File: config.mk
export PLATFORM = sky130hd
export DESIGN_NAME = note_cmd_parser_flat
export DESIGN_NICKNAME = d
export VERILOG_FILES = /design/src/rtl/note_cmd_if.sv /design/src/rtl/note_cmd_parser.sv /design/src/flat_wrapper.sv
export SDC_FILE = /design/constraint.sdc
export NUM_CORES = 1
export LEC_CHECK = 0
export ABC_AREA = 1
export BUFFER_PORTS_ARGS = -buffer_cell sky130_fd_sc_hd__buf_2
export CAP_MARGIN = 0
export CORE_MARGIN = 2
export CORE_UTILIZATION = 40
export CTS_CLUSTER_DIAMETER = 100
export CTS_CLUSTER_SIZE = 10
export DETAILED_ROUTE_END_ITERATION = 7
export PLACE_DENSITY = 0.65
export SLEW_MARGIN = 10
export SYNTH_ARGS = -nofsm -noshare
export SYNTH_HDL_FRONTEND = slang
export SYNTH_SLANG_ARGS = --single-unit
File: constraint.sdc
create_clock -name clk -period 3.1 [get_ports clk]
set_input_delay 0.62 -clock clk [delete_from_list [all_inputs] [get_ports clk]]
set_output_delay 0.62 -clock clk [all_outputs]
set_load 0.005 [all_outputs]
File: src/rtl/note_cmd_if.sv
// note_cmd_if: byte handshake from uart_rx plus the note/volume/gate outputs
// of note_cmd_parser. The master modport is the uart_rx/consumer side, the
// slave modport is the parser.
interface note_cmd_if;
    logic [7:0] d_in;
    logic       ready;
    logic       ack;
    logic [7:0] note;
    logic [7:0] volume;
    logic       gate;
    logic       note_strobe;
    logic       err;

    modport master (
        output d_in, ready,
        input  ack, note, volume, gate, note_strobe, err
    );

    modport slave (
        input  d_in, ready,
        output ack, note, volume, gate, note_strobe, err
    );
endinterface

File: src/rtl/note_cmd_parser.sv
// note_cmd_parser: drains bytes from uart_rx and decodes MIDI-style
// note-on (0x9n) / note-off (0x8n) messages into a mono note, volume and gate.
// Optional feature macro: NOTE_CMD_RUNNING_STATUS_EN (running status).
//
// Handshake: uart_rx holds ready high with a byte on d_in until acknowledged.
// A byte is taken in a cycle where ready=1, ack=0 and holdoff=0; ack is high
// for exactly the following cycle and holdoff for the cycle after that, so a
// ready that drops one cycle late is never mistaken for a second byte.
module note_cmd_parser #(
    parameter int TIMEOUT_CYCLES = 1000000
) (
    input  logic       clk,
    input  logic       rst_n,
    note_cmd_if.slave  bus,
    output logic [1:0] o_dbg_state
);

    localparam int CNT_W = $clog2(TIMEOUT_CYCLES + 1);
    localparam logic [CNT_W-1:0] TMO_MAX = CNT_W'(TIMEOUT_CYCLES);

    typedef enum logic [1:0] {
        S_IDLE     = 2'd0,
        S_GET_NOTE = 2'd1,
        S_GET_VEL  = 2'd2,
        S_SKIP     = 2'd3
    } state_t;

    state_t           r_state;
    state_t           w_next_state;
    logic             r_ack;
    logic             r_holdoff;
    logic [CNT_W-1:0] r_tmo_cnt;
    logic             r_kind_on;
    logic [7:0]       r_note_num;
    logic [7:0]       r_note;
    logic [7:0]       r_volume;
    logic             r_gate;
    logic             r_strobe;
    logic             r_err;

    // Byte classification and event decode
    logic w_accept;
    logic w_is_status;
    logic w_is_rt;
    logic w_is_supp;
    logic w_in_msg;
    logic w_timeout;
    logic w_byte;
    logic w_new_status;
    logic w_abort;
    logic w_data;
    logic w_rs_valid;
    logic w_rs_on;

    // Actions produced by the output process
    logic w_rs_start;
    logic w_latch_note;
    logic w_exec;
    logic w_exec_on;
    logic w_exec_off;

    assign w_accept     = bus.ready & ~r_ack & ~r_holdoff;
    assign w_is_status  = bus.d_in[7];
    assign w_is_rt      = &bus.d_in[7:3];
    assign w_is_supp    = (bus.d_in[7:5] == 3'b100);
    assign w_in_msg     = (r_state == S_GET_NOTE) || (r_state == S_GET_VEL);
    // An accepted byte in the same cycle always beats the timeout.
    assign w_timeout    = w_in_msg & ~w_accept & (r_tmo_cnt == TMO_MAX);
    // Real-time bytes are acknowledged but otherwise invisible to the FSM.
    assign w_byte       = w_accept & ~w_is_rt;
    assign w_new_status = w_byte & w_is_status & w_is_supp;
    assign w_abort      = w_byte & w_is_status & w_in_msg;
    assign w_data       = w_byte & ~w_is_status;

`ifdef NOTE_CMD_RUNNING_STATUS_EN
    logic r_rs_valid;
    logic r_rs_on;
    logic w_rs_clr;

    assign w_rs_clr = w_timeout | w_abort | (w_byte & w_is_status & ~w_is_supp);

    // Remember the last supported status; a new one wins over a same-cycle abort
    always_ff @(posedge clk) begin
        if (!rst_n) begin
            r_rs_valid <= 1'b0;
            r_rs_on    <= 1'b0;
        end else if (w_new_status) begin
            r_rs_valid <= 1'b1;
            r_rs_on    <= bus.d_in[4];
        end else if (w_rs_clr) begin
            r_rs_valid <= 1'b0;
        end
    end

    assign w_rs_valid = r_rs_valid;
    assign w_rs_on    = r_rs_on;
`else
    assign w_rs_valid = 1'b0;
    assign w_rs_on    = 1'b0;
`endif

    // State register
    always_ff @(posedge clk) begin
        if (!rst_n) r_state <= S_IDLE;
        else        r_state <= w_next_state;
    end

    // Next-state logic; a status byte always restarts decoding as from IDLE
    always_comb begin
        w_next_state = r_state;
        if (w_timeout) begin
            w_next_state = S_IDLE;
        end else if (w_byte && w_is_status) begin
            w_next_state = w_is_supp ? S_GET_NOTE : S_SKIP;
        end else if (w_data) begin
            case (r_state)
                S_IDLE:     w_next_state = w_rs_valid ? S_GET_VEL : S_IDLE;
                S_GET_NOTE: w_next_state = S_GET_VEL;
                S_GET_VEL:  w_next_state = S_IDLE;
                default:    w_next_state = S_SKIP;
            endcase
        end
    end

    // Output/action logic: which registers the current byte updates
    always_comb begin
        w_rs_start   = w_data && (r_state == S_IDLE) && w_rs_valid;
        w_latch_note = w_data && ((r_state == S_GET_NOTE) || w_rs_start);
        w_exec       = w_data && (r_state == S_GET_VEL);
        w_exec_on    = w_exec && r_kind_on && (bus.d_in[6:0] != 7'd0) && (r_note_num != 8'd0);
        // Off only silences the note that is actually sounding.
        w_exec_off   = w_exec && !w_exec_on && r_gate && (r_note_num == r_note);
    end

    // Byte handshake: one-cycle ack followed by one holdoff cycle
    always_ff @(posedge clk) begin
        if (!rst_n) begin
            r_ack     <= 1'b0;
            r_holdoff <= 1'b0;
        end else begin
            r_ack     <= w_accept;
            r_holdoff <= r_ack;
        end
    end

    // Inter-byte timeout counter, only running inside a message
    always_ff @(posedge clk) begin
        if (!rst_n || !w_in_msg || w_accept || w_timeout) r_tmo_cnt <= '0;
        else                                            r_tmo_cnt <= r_tmo_cnt + CNT_W'(1);
    end

    // Message context: status kind and note number
    always_ff @(posedge clk) begin
        if (!rst_n) begin
            r_kind_on  <= 1'b0;
            r_note_num <= 8'd0;
        end else begin
            if (w_new_status)    r_kind_on <= bus.d_in[4];
            else if (w_rs_start) r_kind_on <= w_rs_on;
            if (w_latch_note)    r_note_num <= {1'b0, bus.d_in[6:0]};
        end
    end

    // Sounding note, volume, gate and the change/error pulses
    always_ff @(posedge clk) begin
        if (!rst_n) begin
            r_note   <= 8'd0;
            r_volume <= 8'd0;
            r_gate   <= 1'b0;
            r_strobe <= 1'b0;
            r_err    <= 1'b0;
        end else begin
            r_strobe <= w_exec_on | w_exec_off;
            r_err    <= w_abort | w_timeout;
            if (w_exec_on) begin
                r_note   <= r_note_num;
                r_volume <= {bus.d_in[6:0], 1'b0};
                r_gate   <= 1'b1;
            end else if (w_exec_off) begin
                r_note   <= 8'd0;
                r_volume <= 8'd0;
                r_gate   <= 1'b0;
            end
        end
    end

    assign bus.ack         = r_ack;
    assign bus.note        = r_note;
    assign bus.volume      = r_volume;
    assign bus.gate        = r_gate;
    assign bus.note_strobe = r_strobe;
    assign bus.err         = r_err;
    assign o_dbg_state     = r_state;

endmodule

File: src/flat_wrapper.sv
// flat-port wrapper written by rule: the top's interface ports become plain ports
module note_cmd_parser_flat 
#(
    parameter int TIMEOUT_CYCLES = 1000000
)
  (clk, rst_n, o_dbg_state, bus_d_in, bus_ready, bus_ack, bus_note, bus_volume, bus_gate, bus_note_strobe, bus_err);
  note_cmd_if bus_i ();
  input  logic clk;
  input  logic rst_n;
  output logic [1:0] o_dbg_state;
  input wire logic [$bits(bus_i.d_in)-1:0] bus_d_in;
  input wire logic [$bits(bus_i.ready)-1:0] bus_ready;
  output wire logic [$bits(bus_i.ack)-1:0] bus_ack;
  output wire logic [$bits(bus_i.note)-1:0] bus_note;
  output wire logic [$bits(bus_i.volume)-1:0] bus_volume;
  output wire logic [$bits(bus_i.gate)-1:0] bus_gate;
  output wire logic [$bits(bus_i.note_strobe)-1:0] bus_note_strobe;
  output wire logic [$bits(bus_i.err)-1:0] bus_err;
  assign bus_i.d_in = bus_d_in;
  assign bus_i.ready = bus_ready;
  assign bus_ack = bus_i.ack;
  assign bus_note = bus_i.note;
  assign bus_volume = bus_i.volume;
  assign bus_gate = bus_i.gate;
  assign bus_note_strobe = bus_i.note_strobe;
  assign bus_err = bus_i.err;
  note_cmd_parser #(.TIMEOUT_CYCLES(TIMEOUT_CYCLES)) u_core (.clk(clk), .rst_n(rst_n), .bus(bus_i), .o_dbg_state(o_dbg_state));
endmodule
==> results by group, run 1 <==
Status
  • Result of the run: finished clean

Route
  • 1st-iter DRT viols: 143
  • DRT Wirelength: 5.094 mm
  • Via count: 2094
  • Pre-antenna DRT Iters: 4
  • Via/cell ratio: 4.685
  • Post-route DRC: 0
  • Routed Antenna Nets: 0
  • Avg WL per Cell: 11.40 µm

Pwr
  • Post-layout power: 0.001075 W
  • VDD IR max: 0.2205 mV
  • PD cells: 390.2 nW/µm²
  • Leakage: 1.091 nW

Flow run
  • Max_cap viols: 0

Timing
  • Tmin final: 2.019 ns
  • Slew at the pin with the worst max-slew slack: 0.7837 ns
  • Rel. slew slack: 47.60%
  • Hold_ws: 0.4730 ns
  • Hold Vio Cnt, Final: 0
  • Unrepaired setup endpoints after global routing: false
  • Setup-violating endpoint count in the final report: 0
  • Clock Skew: 0.01017 ns
  • Max Transition Viols Final: 0
  • Setup TNS: 0 ns
  • Max Freq: 0.4953 GHz
  • Period utilization: 65.13%

Floorplan
  • Initial Util: 41.76%
  • Die ar.: 6865 µm²
  • Core Area: 5956 µm²
  • Row count: 28
  • Boundary pin count: 33
  • Die H: 82.86 µm
  • Chip width: 82.86 µm

Critical path
  • Startpoint types: flop
  • Peak fanout along the critical path: 20
  • CP required: 3.25 ns
  • CP max stage cell: nand3b_1
  • Reg-to-reg setup timing slack: 1.08 ns
  • Crit path DAT: 2.17 ns
  • Critical Path End Type: flop
  • Critical path cell sequence: inv_1 -> ha_1 -> inv_1 -> nand2_1 -> nor3_1 -> nand2_1 -> nand3b_1 -> a21oi_1
  • CP Class: reg -> reg
  • Max incr delay on CP: 0.62 ns
  • CP top delay family: simple AND/OR/NAND/NOR gates
  • Buf+Inv Stages, Crit Path: 2

Global route
  • Global route hottest layer: met2
  • First-pass GRT wire length: 8.797 mm
  • Total GRT Usage: 15.26%
  • Global routing usage on met1: 21.88%
  • Pin count of the biggest net entering global routing: 21
  • Vias in the first global route: 1919
  • GR Util met3: 3.777%
  • Grt met2 use: 22.87%
  • Initial antenna violation count: 0
  • Overflow left after global routing: 0

Synth
  • Ys flop type: dfxtp_1
  • Synth Instances: 343
  • Mean Syn Cell Area: 7.252 µm²
  • Yosys warnings: 0
  • Yosys reg bits: 49
  • Netlist cell types: 30
  • Post-synthesis sequential area ratio: 39.44%
  • Post-synth EDFFs: 0
  • Ys async rst share: 0%
  • Cell Area, Synth: 2487 µm²

CTS
  • Clock transition at path regs: 0.09 ns
  • Root Driver: clkbuf_8
  • Post-cts resize count: 0
  • CTS Sinks: 49
  • CTS H-tree depth: 2
  • Num CTS Buffers: 5
  • Post-CTS setup buffer count: 0
  • CTS tree: done
  • CTS Hold Buffers Added: 0
  • Clk_lat worst skew: 0.30 ns
  • Maximum clock insertion buffer count: 2

Worst hold path
  • HP Class: reg -> reg

Placed design
  • RD Place Congestion: 0.8397
  • Port bufs: 30
  • DP HPWL: 3.816 mm

Layout
  • Leading cell type in the layout, fill and taps excluded: nand2_1
  • Fin nets: 387
  • FF/Latch Area: 980.9 µm²
  • # diodes: 0
  • Fin util: 46.24%
  • Commonest non-fill, non-tap cells in the layout: nand2_1, dfxtp_1, inv_1, nor2_1
  • Share of layout cells above drive strength 1: 20.43%
  • Area grow syn2layout: 10.71%
  • Fillers: 630
  • Area of the multi-input gates: 1241 µm²
-- through the flow --
step | instance area [µm²] | cells | setup slack [ns]
finish | 2754 | 447 | 1.081
global route | 2754 | 447 | 0.7732
CTS | 2754 | 447 | 1.031
detailed placement | 2666 | 439 | 0.9961
global placement | 2666 | 439 | 1.071
floorplan | 2491 | 344 | 1.595
-- metal layers --
metal | vias up | routed length [µm]
li1 | 1129 | -
met1 | 919 | 2656
met2 | 39 | 2134
met3 | 7 | 238
met4 | 0 | 64
met5 | - | 0
-- synth_stat cells (6+ instances only) --
cell type | count | area, µm²
nand2_1 | 66 | 247.7
dfxtp_1 | 49 | 980.9
inv_1 | 48 | 180.2
nor2_1 | 34 | 127.6
nand3_1 | 30 | 150.1
a21oi_1 | 23 | 115.1
nand2_2 | 11 | 68.82
a21oi_2 | 10 | 87.58
o21ai_0 | 10 | 50.05
xor2_1 | 7 | 61.31
buf_2 | 6 | 30.03
nand4_1 | 6 | 37.54
nor3_1 | 6 | 30.03
-- worst min-delay path, delay by kind of cell (launching register included) --
| kind | cells | cell delay (ns) |
|---|---|---|
| compound gates | 1 | 0.06 |
| flops | 1 | 0.30 |
| buf+inv | 1 | 0.07 |
-- registers in the layout, indices dropped and copies added, names as in the netlist --
register	flops
u_core.bus.note_strobe	1
u_core.o_dbg_state	2
u_core.bus.ack	1
u_core.r_note_num	7
u_core.r_holdoff	1
u_core.bus.note	7
u_core.bus.gate	1
u_core.r_kind_on	1
u_core.r_tmo_cnt	20
u_core.bus.volume	7
u_core.bus.err	1
-- cell families (layout without fill, tap and decap cells) --
kind of cell               Yosys count  in the layout  synth area share (%)
adders and majority gates            5              5                 2.515
DFF                                 49             49                 39.44
other                                1              2                0.1508
xor gates and xnor gates            10             10                 3.521
and+or+nand+nor                    170            170                 32.80
buffers and inverters               63             91                 10.81
AOI/OAI and AO/OA                   45             45                 10.76
-- cell type report --
cell class	count	area share, %
clock buffers	6	2.635
inverters	53	7.269
multi-input cells	232	45.07
clock inverters	2	0.5452
flip-flops and latches	49	35.62
well taps	75	3.408
repair buffers	30	5.452
-- path summary, 6_finish.rpt --
check                             start              endpoint  depth (start not counted)
setup / recovery  u_core.o_dbg_state[0]  u_core.r_tmo_cnt[14]                          8
hold reg to reg        u_core.r_kind_on      u_core.r_kind_on                          2
hold / removal         u_core.r_kind_on      u_core.r_kind_on                          2
setup reg to reg  u_core.o_dbg_state[0]  u_core.r_tmo_cnt[14]                          8
-- power breakdown --
group	total, W	switching [W]	internal, W	leakage, nW
clock	0.000374	0.000215	0.000159	0.0374
combinational	0.0000610	0.0000412	0.0000198	0.658
sequential	0.000640	0.00000537	0.000634	0.395
total	0.00107	0.000261	0.000813	1.09
(Power assumes the default switching activity.)
==> run 2, diff against run 1 <==
- clock period: 3.1 -> 2 ns (I/O delays scaled with it)
==> run 2 against run 1 <==
Effect of this change:
- via count increased by 1.8%
- highest routed layer unchanged
- final area is 0.68% higher
- setup slack got worse by 0.76 ns
- critical path type unchanged
==> results by group, run 2 (synthesis gave the netlist of run 1 again) <==
Critical path
  • Crit path DAT: 1.86 ns (-0.31 ns)
  • Startpoint types: flop
  • Peak fanout along the critical path: 20 (unchanged)
  • FF-to-FF Start: u_core.o_dbg_state[0]
  • CP Launch Point: u_core.o_dbg_state[0]
  • CP required: 2.19 ns (-1.06 ns)
  • Critical Path End Type: flop
  • Reg-to-reg setup timing slack: 0.32 ns (-0.76 ns)
  • CP Class: reg -> reg

Worst hold path
  • Hold path start: bus_d_in[2]
  • HP Class: in -> reg

Global route
  • Total GRT Usage: 15.61% (+0.35 points)
  • Pin count of the biggest net entering global routing: 21 (unchanged)
  • Initial antenna violation count: 0 (unchanged)
  • First-pass GRT wire length: 9.011 mm (+2.4%)
  • Vias in the first global route: 1976 (+3.0%)
  • Overflow left after global routing: 0 (unchanged)

CTS
  • Root Driver: clkbuf_8
  • Post-cts resize count: 0 (unchanged)
  • CTS Hold Buffers Added: 0 (unchanged)
  • CTS Sinks: 49 (unchanged)
  • Clock transition at path regs: 0.09 ns (about the same)
  • Num CTS Buffers: 5 (unchanged)
  • Post-CTS setup buffer count: 0 (unchanged)
  • Maximum clock insertion buffer count: 2 (unchanged)
  • CTS tree: done
  • CTS H-tree depth: 2 (unchanged)
  • Clk_lat worst skew: 0.30 ns (about the same)

Layout
  • Biggest register: u_core.r_tmo_cnt
  • Fin nets: 390 (+0.78%)
  • Commonest non-fill, non-tap cells in the layout: nand2_1, dfxtp_1, inv_1, nor2_1
  • Final Cell Area: 2773 µm² (+0.68%)
  • FF/Latch Area: 980.9 µm² (unchanged)
  • Area grow syn2layout: 11.47%
  • Leading cell type in the layout, fill and taps excluded: nand2_1
  • Area of the multi-input gates: 1241 µm² (unchanged)
  • # diodes: 0 (unchanged)
  • Fillers: 628 (-0.32%)
  • Largest register FFs: 20 (unchanged)
  • Share of layout cells above drive strength 1: 20.80% (+0.37 points)
  • Non-filler cells, final: 450 (+0.67%)

Timing
  • Max Freq: 0.5970 GHz (+21%)
  • Tmin final: 1.675 ns (-0.3439 ns)
  • Setup ws final: 0.3249 ns (-0.7561 ns)
  • Hold Vio Cnt, Final: 0 (unchanged)
  • Period utilization: 83.76% (+19 points)
  • Setup TNS: 0 ns (unchanged)
  • Unrepaired setup endpoints after global routing: false
  • Clock Skew: 0.01150 ns (+0.001328 ns)
  • Setup-violating endpoint count in the final report: 0 (unchanged)
  • Max Transition Viols Final: 0 (unchanged)

Pwr
  • Leakage: 1.105 nW (+1.3%)
  • VDD IR max: 0.3479 mV (+58%)
  • PD cells: 598.0 nW/µm² (+53%)
  • Post-layout power: 0.001658 W (+54%)

Placed design
  • RD Place Congestion: 0.8142 (-3.0%)
  • Placed cell area: 2689 µm² (+0.84%)
  • DP HPWL: 3.881 mm (+1.7%)
  • Port bufs: 30 (unchanged)
  • Cell count after placement: 442 (+0.68%)
  • Dpl ws: 0.2817 ns (-0.7144 ns)

Floorplan
  • Core Area: 5956 µm² (unchanged)
  • Boundary pin count: 33 (unchanged)
  • Initial Util: 41.76% (unchanged)
  • Die H: 82.86 µm (unchanged)
  • Row count: 28 (unchanged)
  • Die ar.: 6865 µm² (unchanged)
  • Chip width: 82.86 µm (unchanged)

Route
  • Via/cell ratio: 4.738 (+1.1%)
  • Avg WL per Cell: 11.54 µm (+1.2%)
  • Routed Antenna Nets: 0 (unchanged)
  • Post-route DRC: 0 (unchanged)
  • Pre-antenna DRT Iters: 4 (unchanged)
  • DRT Wirelength: 5.191 mm (+1.9%)
  • Via count: 2132 (+1.8%)
  • 1st-iter DRT viols: 98 (-31%)

Status
  • Result of the run: finished clean

Flow run
  • Max_cap viols: 0 (unchanged)
run 2: critical path: stages (launching register included):
cell	delay, ns
dfxtp_1	0.40
inv_1	0.07
ha_1	0.28
inv_1	0.07
nand2_1	0.07
nor3_1	0.14
nand2_1	0.12
nand3b_1	0.10
buf_4	0.25
a21oi_1	0.07
run 2: metal layers:
metal / part of all wire, % / up-vias / GRT usage, %
met3: 3.5 / 8 / 3.678
met4: 1.7 / 0 / 4.769
li1: - / 1136 / -
met1: 52 / 953 / 22.38
met5: 0 / - / 0
met2: 42 / 35 / 23.24
run 2: where the power goes:
group          total [W]  internal [W]  switching [W]
combinational  0.0000992     0.0000335      0.0000658
clock           0.000567      0.000248       0.000319
sequential      0.000991      0.000983     0.00000793
run 2: path summary, 6_finish.rpt:
| kind | to | cells after the start |
|---|---|---|
| min reg2reg | u_core.r_holdoff | 2 |
| max reg2reg | u_core.r_tmo_cnt[13] | 9 |
| min | u_core.bus.volume[3] | 3 |
| max | u_core.r_tmo_cnt[13] | 9 |
run 2: layout make-up:
type                            count  share of cell area, %
Inverter                           53                  7.220
Sequential cell                    49                  35.38
Clock buffer                        7                  2.753
Tap cell                           75                  3.384
Multi-Input combinational cell    232                  44.77
Clock inverter                      1                 0.2708
Timing Repair Buffer               33                  6.227
run 2: metrics by stage:
stage               util (%)  hold WS, ns
global route           46.55       0.3778
global placement       45.15       0.4395
finish                 46.55       0.3859
CTS                    46.55       0.3750
detailed placement     45.15       0.4587
floorplan                  -       0.4403
==> run 3, diff against run 2 <==
- PLACE_DENSITY: 0.65 -> 0.67
- clock period: 2 -> 1.45 ns (I/O delays scaled with it)
==> run 3 against run 2 <==
Effect of this change:
- the run now ends with setup timing left
- hold slack worse by 0.12 ns
- wire length up 14%
- final area up 16%
- sequential cell count unchanged
- via count up 9.1%
- global-route usage up 1.9 points
- clock-buffer cell count down 1
- first-iteration DRC count up 16%
- sequential power up 38%
==> results by group, run 3 (synthesis gave the netlist of run 1 again) <==
Critical path
  • Reg-to-reg setup timing slack: -0.05 ns (-0.38 ns)
  • Peak fanout along the critical path: 5 (-75%)
  • Crit path DAT: 1.71 ns (-0.15 ns)
  • Critical Path End Type: flop
  • R2R depth: 9 (unchanged)
  • CP required: 1.66 ns (-0.53 ns)
  • FF-to-FF Start: u_core.r_tmo_cnt[0]
  • CP Class: reg -> reg
  • Startpoint types: flop
  • CP Launch Point: u_core.r_tmo_cnt[0]

Timing
  • Hold Vio Cnt, Final: 0 (unchanged)
  • Setup-violating endpoint count in the final report: 21 (+21)
  • Max Freq: 0.6657 GHz (+12%)
  • Max Transition Viols Final: 0 (unchanged)
  • Period utilization: 103.6% (+20 points)
  • Setup ws final: -0.05222 ns (-0.3771 ns)
  • Clock Skew: 0.01289 ns (+0.001398 ns)
  • Unrepaired setup endpoints after global routing: true
  • Tmin final: 1.502 ns (-0.1729 ns)
  • Setup TNS: -0.6191 ns (-0.6191 ns)

Global route
  • Vias in the first global route: 2191 (+11%)
  • Overflow left after global routing: 0 (unchanged)
  • First-pass GRT wire length: 10.05 mm (+11%)
  • Pin count of the biggest net entering global routing: 17 (-19%)
  • Total GRT Usage: 17.51% (+1.9 points)
  • Initial antenna violation count: 0 (unchanged)

Route
  • DRT Wirelength: 5.894 mm (+14%)
  • 1st-iter DRT viols: 114 (+16%)
  • Via/cell ratio: 4.858 (+2.5%)
  • Routed Antenna Nets: 0 (unchanged)
  • Avg WL per Cell: 12.30 µm (+6.7%)
  • Via count: 2327 (+9.1%)
  • Pre-antenna DRT Iters: 4 (unchanged)
  • Post-route DRC: 0 (unchanged)

Layout
  • Leading cell type in the layout, fill and taps excluded: nand2_1
  • Share of layout cells above drive strength 1: 36.39% (+16 points)
  • Commonest non-fill, non-tap cells in the layout: nand2_1, inv_1, dfxtp_1, buf_2, nand3_1
  • # diodes: 0 (unchanged)
  • Largest register FFs: 20 (unchanged)
  • Fin nets: 419 (+7.4%)
  • Biggest register: u_core.r_tmo_cnt
  • Final Cell Area: 3213 µm² (+16%)
  • Fillers: 560 (-11%)
  • Non-filler cells, final: 479 (+6.4%)
  • Area grow syn2layout: 29.17%

Flow run
  • Max_cap viols: 0 (unchanged)

CTS
  • Maximum clock insertion buffer count: 2 (unchanged)
  • CTS Sinks: 49 (unchanged)
  • CTS H-tree depth: 2 (unchanged)
  • Clock transition at path regs: 0.10 ns (about the same)
  • Num CTS Buffers: 5 (unchanged)
  • CTS Hold Buffers Added: 0 (unchanged)
  • CTS tree: done
  • Clk_lat worst skew: 0.31 ns (about the same)
  • Root Driver: clkbuf_8

Floorplan
  • Core Area: 5956 µm² (unchanged)
  • Die ar.: 6865 µm² (unchanged)
  • Die H: 82.86 µm (unchanged)
  • Initial Util: 41.76% (unchanged)
  • Row count: 28 (unchanged)
  • Boundary pin count: 33 (unchanged)
  • Chip width: 82.86 µm (unchanged)

Placed design
  • DP HPWL: 4.123 mm (+6.3%)
  • Placed cell area: 2850 µm² (+6.0%)
  • Cell count after placement: 460 (+4.1%)
  • Dpl ws: -0.01196 ns (-0.2937 ns)
  • Port bufs: 30 (unchanged)
  • RD Place Congestion: 0.8397 (+3.1%)

Pwr
  • Comb pwr share: 10.2% (+4.2 points)
  • Sequential Power Share: 55.0% (-4.8 points)
  • Switching power: 0.0006183 W (+57%)
  • Sw frac: 24.83% (+1.1 points)
  • Pint: 0.001872 W (+48%)
  • Post-layout power: 0.002490 W (+50%)
  • Leakage: 1.312 nW (+19%)
  • PD cells: 774.9 nW/µm² (+30%)
  • Clk pwr share: 34.8% (+0.6 points)
  • VDD IR max: 0.3872 mV (+11%)

Worst hold path
  • Worst Hold Depth: 3 (unchanged)
  • Hold path start: bus_d_in[0]
  • HP Class: in -> reg

Status
  • Violated checks: setup timing
  • Result of the run: finished with violations
run 3: changes by cell type in the layout (fill, tap and decap cells not counted), moves of 8 or more:
cell,change
buf_4,+23
nor2_1,-9
nor2_2,+9
a21oi_1,-8
a21oi_2,+8
dfxtp_1,-8
run 3: stage by stage:
| step | util, % | hold slack [ns] |
|---|---|---|
| finish | 53.95 | 0.2692 |
| global route | 53.95 | 0.2730 |
| CTS | 51.81 | 0.2657 |
| detailed placement | 47.86 | 0.4680 |
| global placement | 47.86 | 0.4508 |
| floorplan | - | 0.4331 |
run 3: worst paths after layout:
path,end
hold / removal,u_core.bus.volume[1]
setup / recovery,u_core.r_tmo_cnt[15]
setup reg to reg,u_core.r_tmo_cnt[15]
hold reg to reg,u_core.r_tmo_cnt[0]
run 3: critical path, stage by stage (launching register included):
cell       delay [ns]
dfxtp_4          0.38
inv_4            0.06
ha_4             0.11
nand3_2          0.07
nor3_2           0.20
nand2_1          0.10
nand3b_1         0.11
buf_6            0.17
clkbuf_16        0.16
nor2_1           0.03
run 3: what timing repair did:
action	CTS	global route
setup endpoints to repair	20	45
hold endpoints to repair	0	0
gates resized for setup	11	35
setup buffers	8	2
pin swaps	5	12
gates cloned	2	1
run 3: power groups by stage:
stage | clock network [W] | logic, W | registers (W)
2_1_floorplan | 0 | 0.0000885 | 0.00140
3_3_place_gp | 0 | 0.000171 | 0.00140
3_5_place_dp | 0 | 0.000174 | 0.00140
4_1_cts | 0.000886 | 0.000231 | 0.00137
5_1_grt | 0.000921 | 0.000278 | 0.00137
6_report | 0.000867 | 0.000255 | 0.00137
run 3: final cells by class:
type                       instances  area, µm²  share of cell area, %
clock buffer                       6      82.58                  2.570
clock inverter                     2      13.76                 0.4283
inverter                          53      209.0                  6.503
multi-input combinational        232       1344                  41.82
sequential                        49      993.5                  30.92
tap                               75      93.84                  2.921
timing repair buffer              62      476.7                  14.84
run 3: per-layer routing:
metal | vias up | track usage, % | part of all wire, %
li1 | 1193 | - | -
met1 | 1080 | 23.58 | 50
met4 | 0 | 5.514 | 1.5
met5 | - | 0 | 0
met3 | 8 | 3.877 | 4.6
met2 | 46 | 27.93 | 44
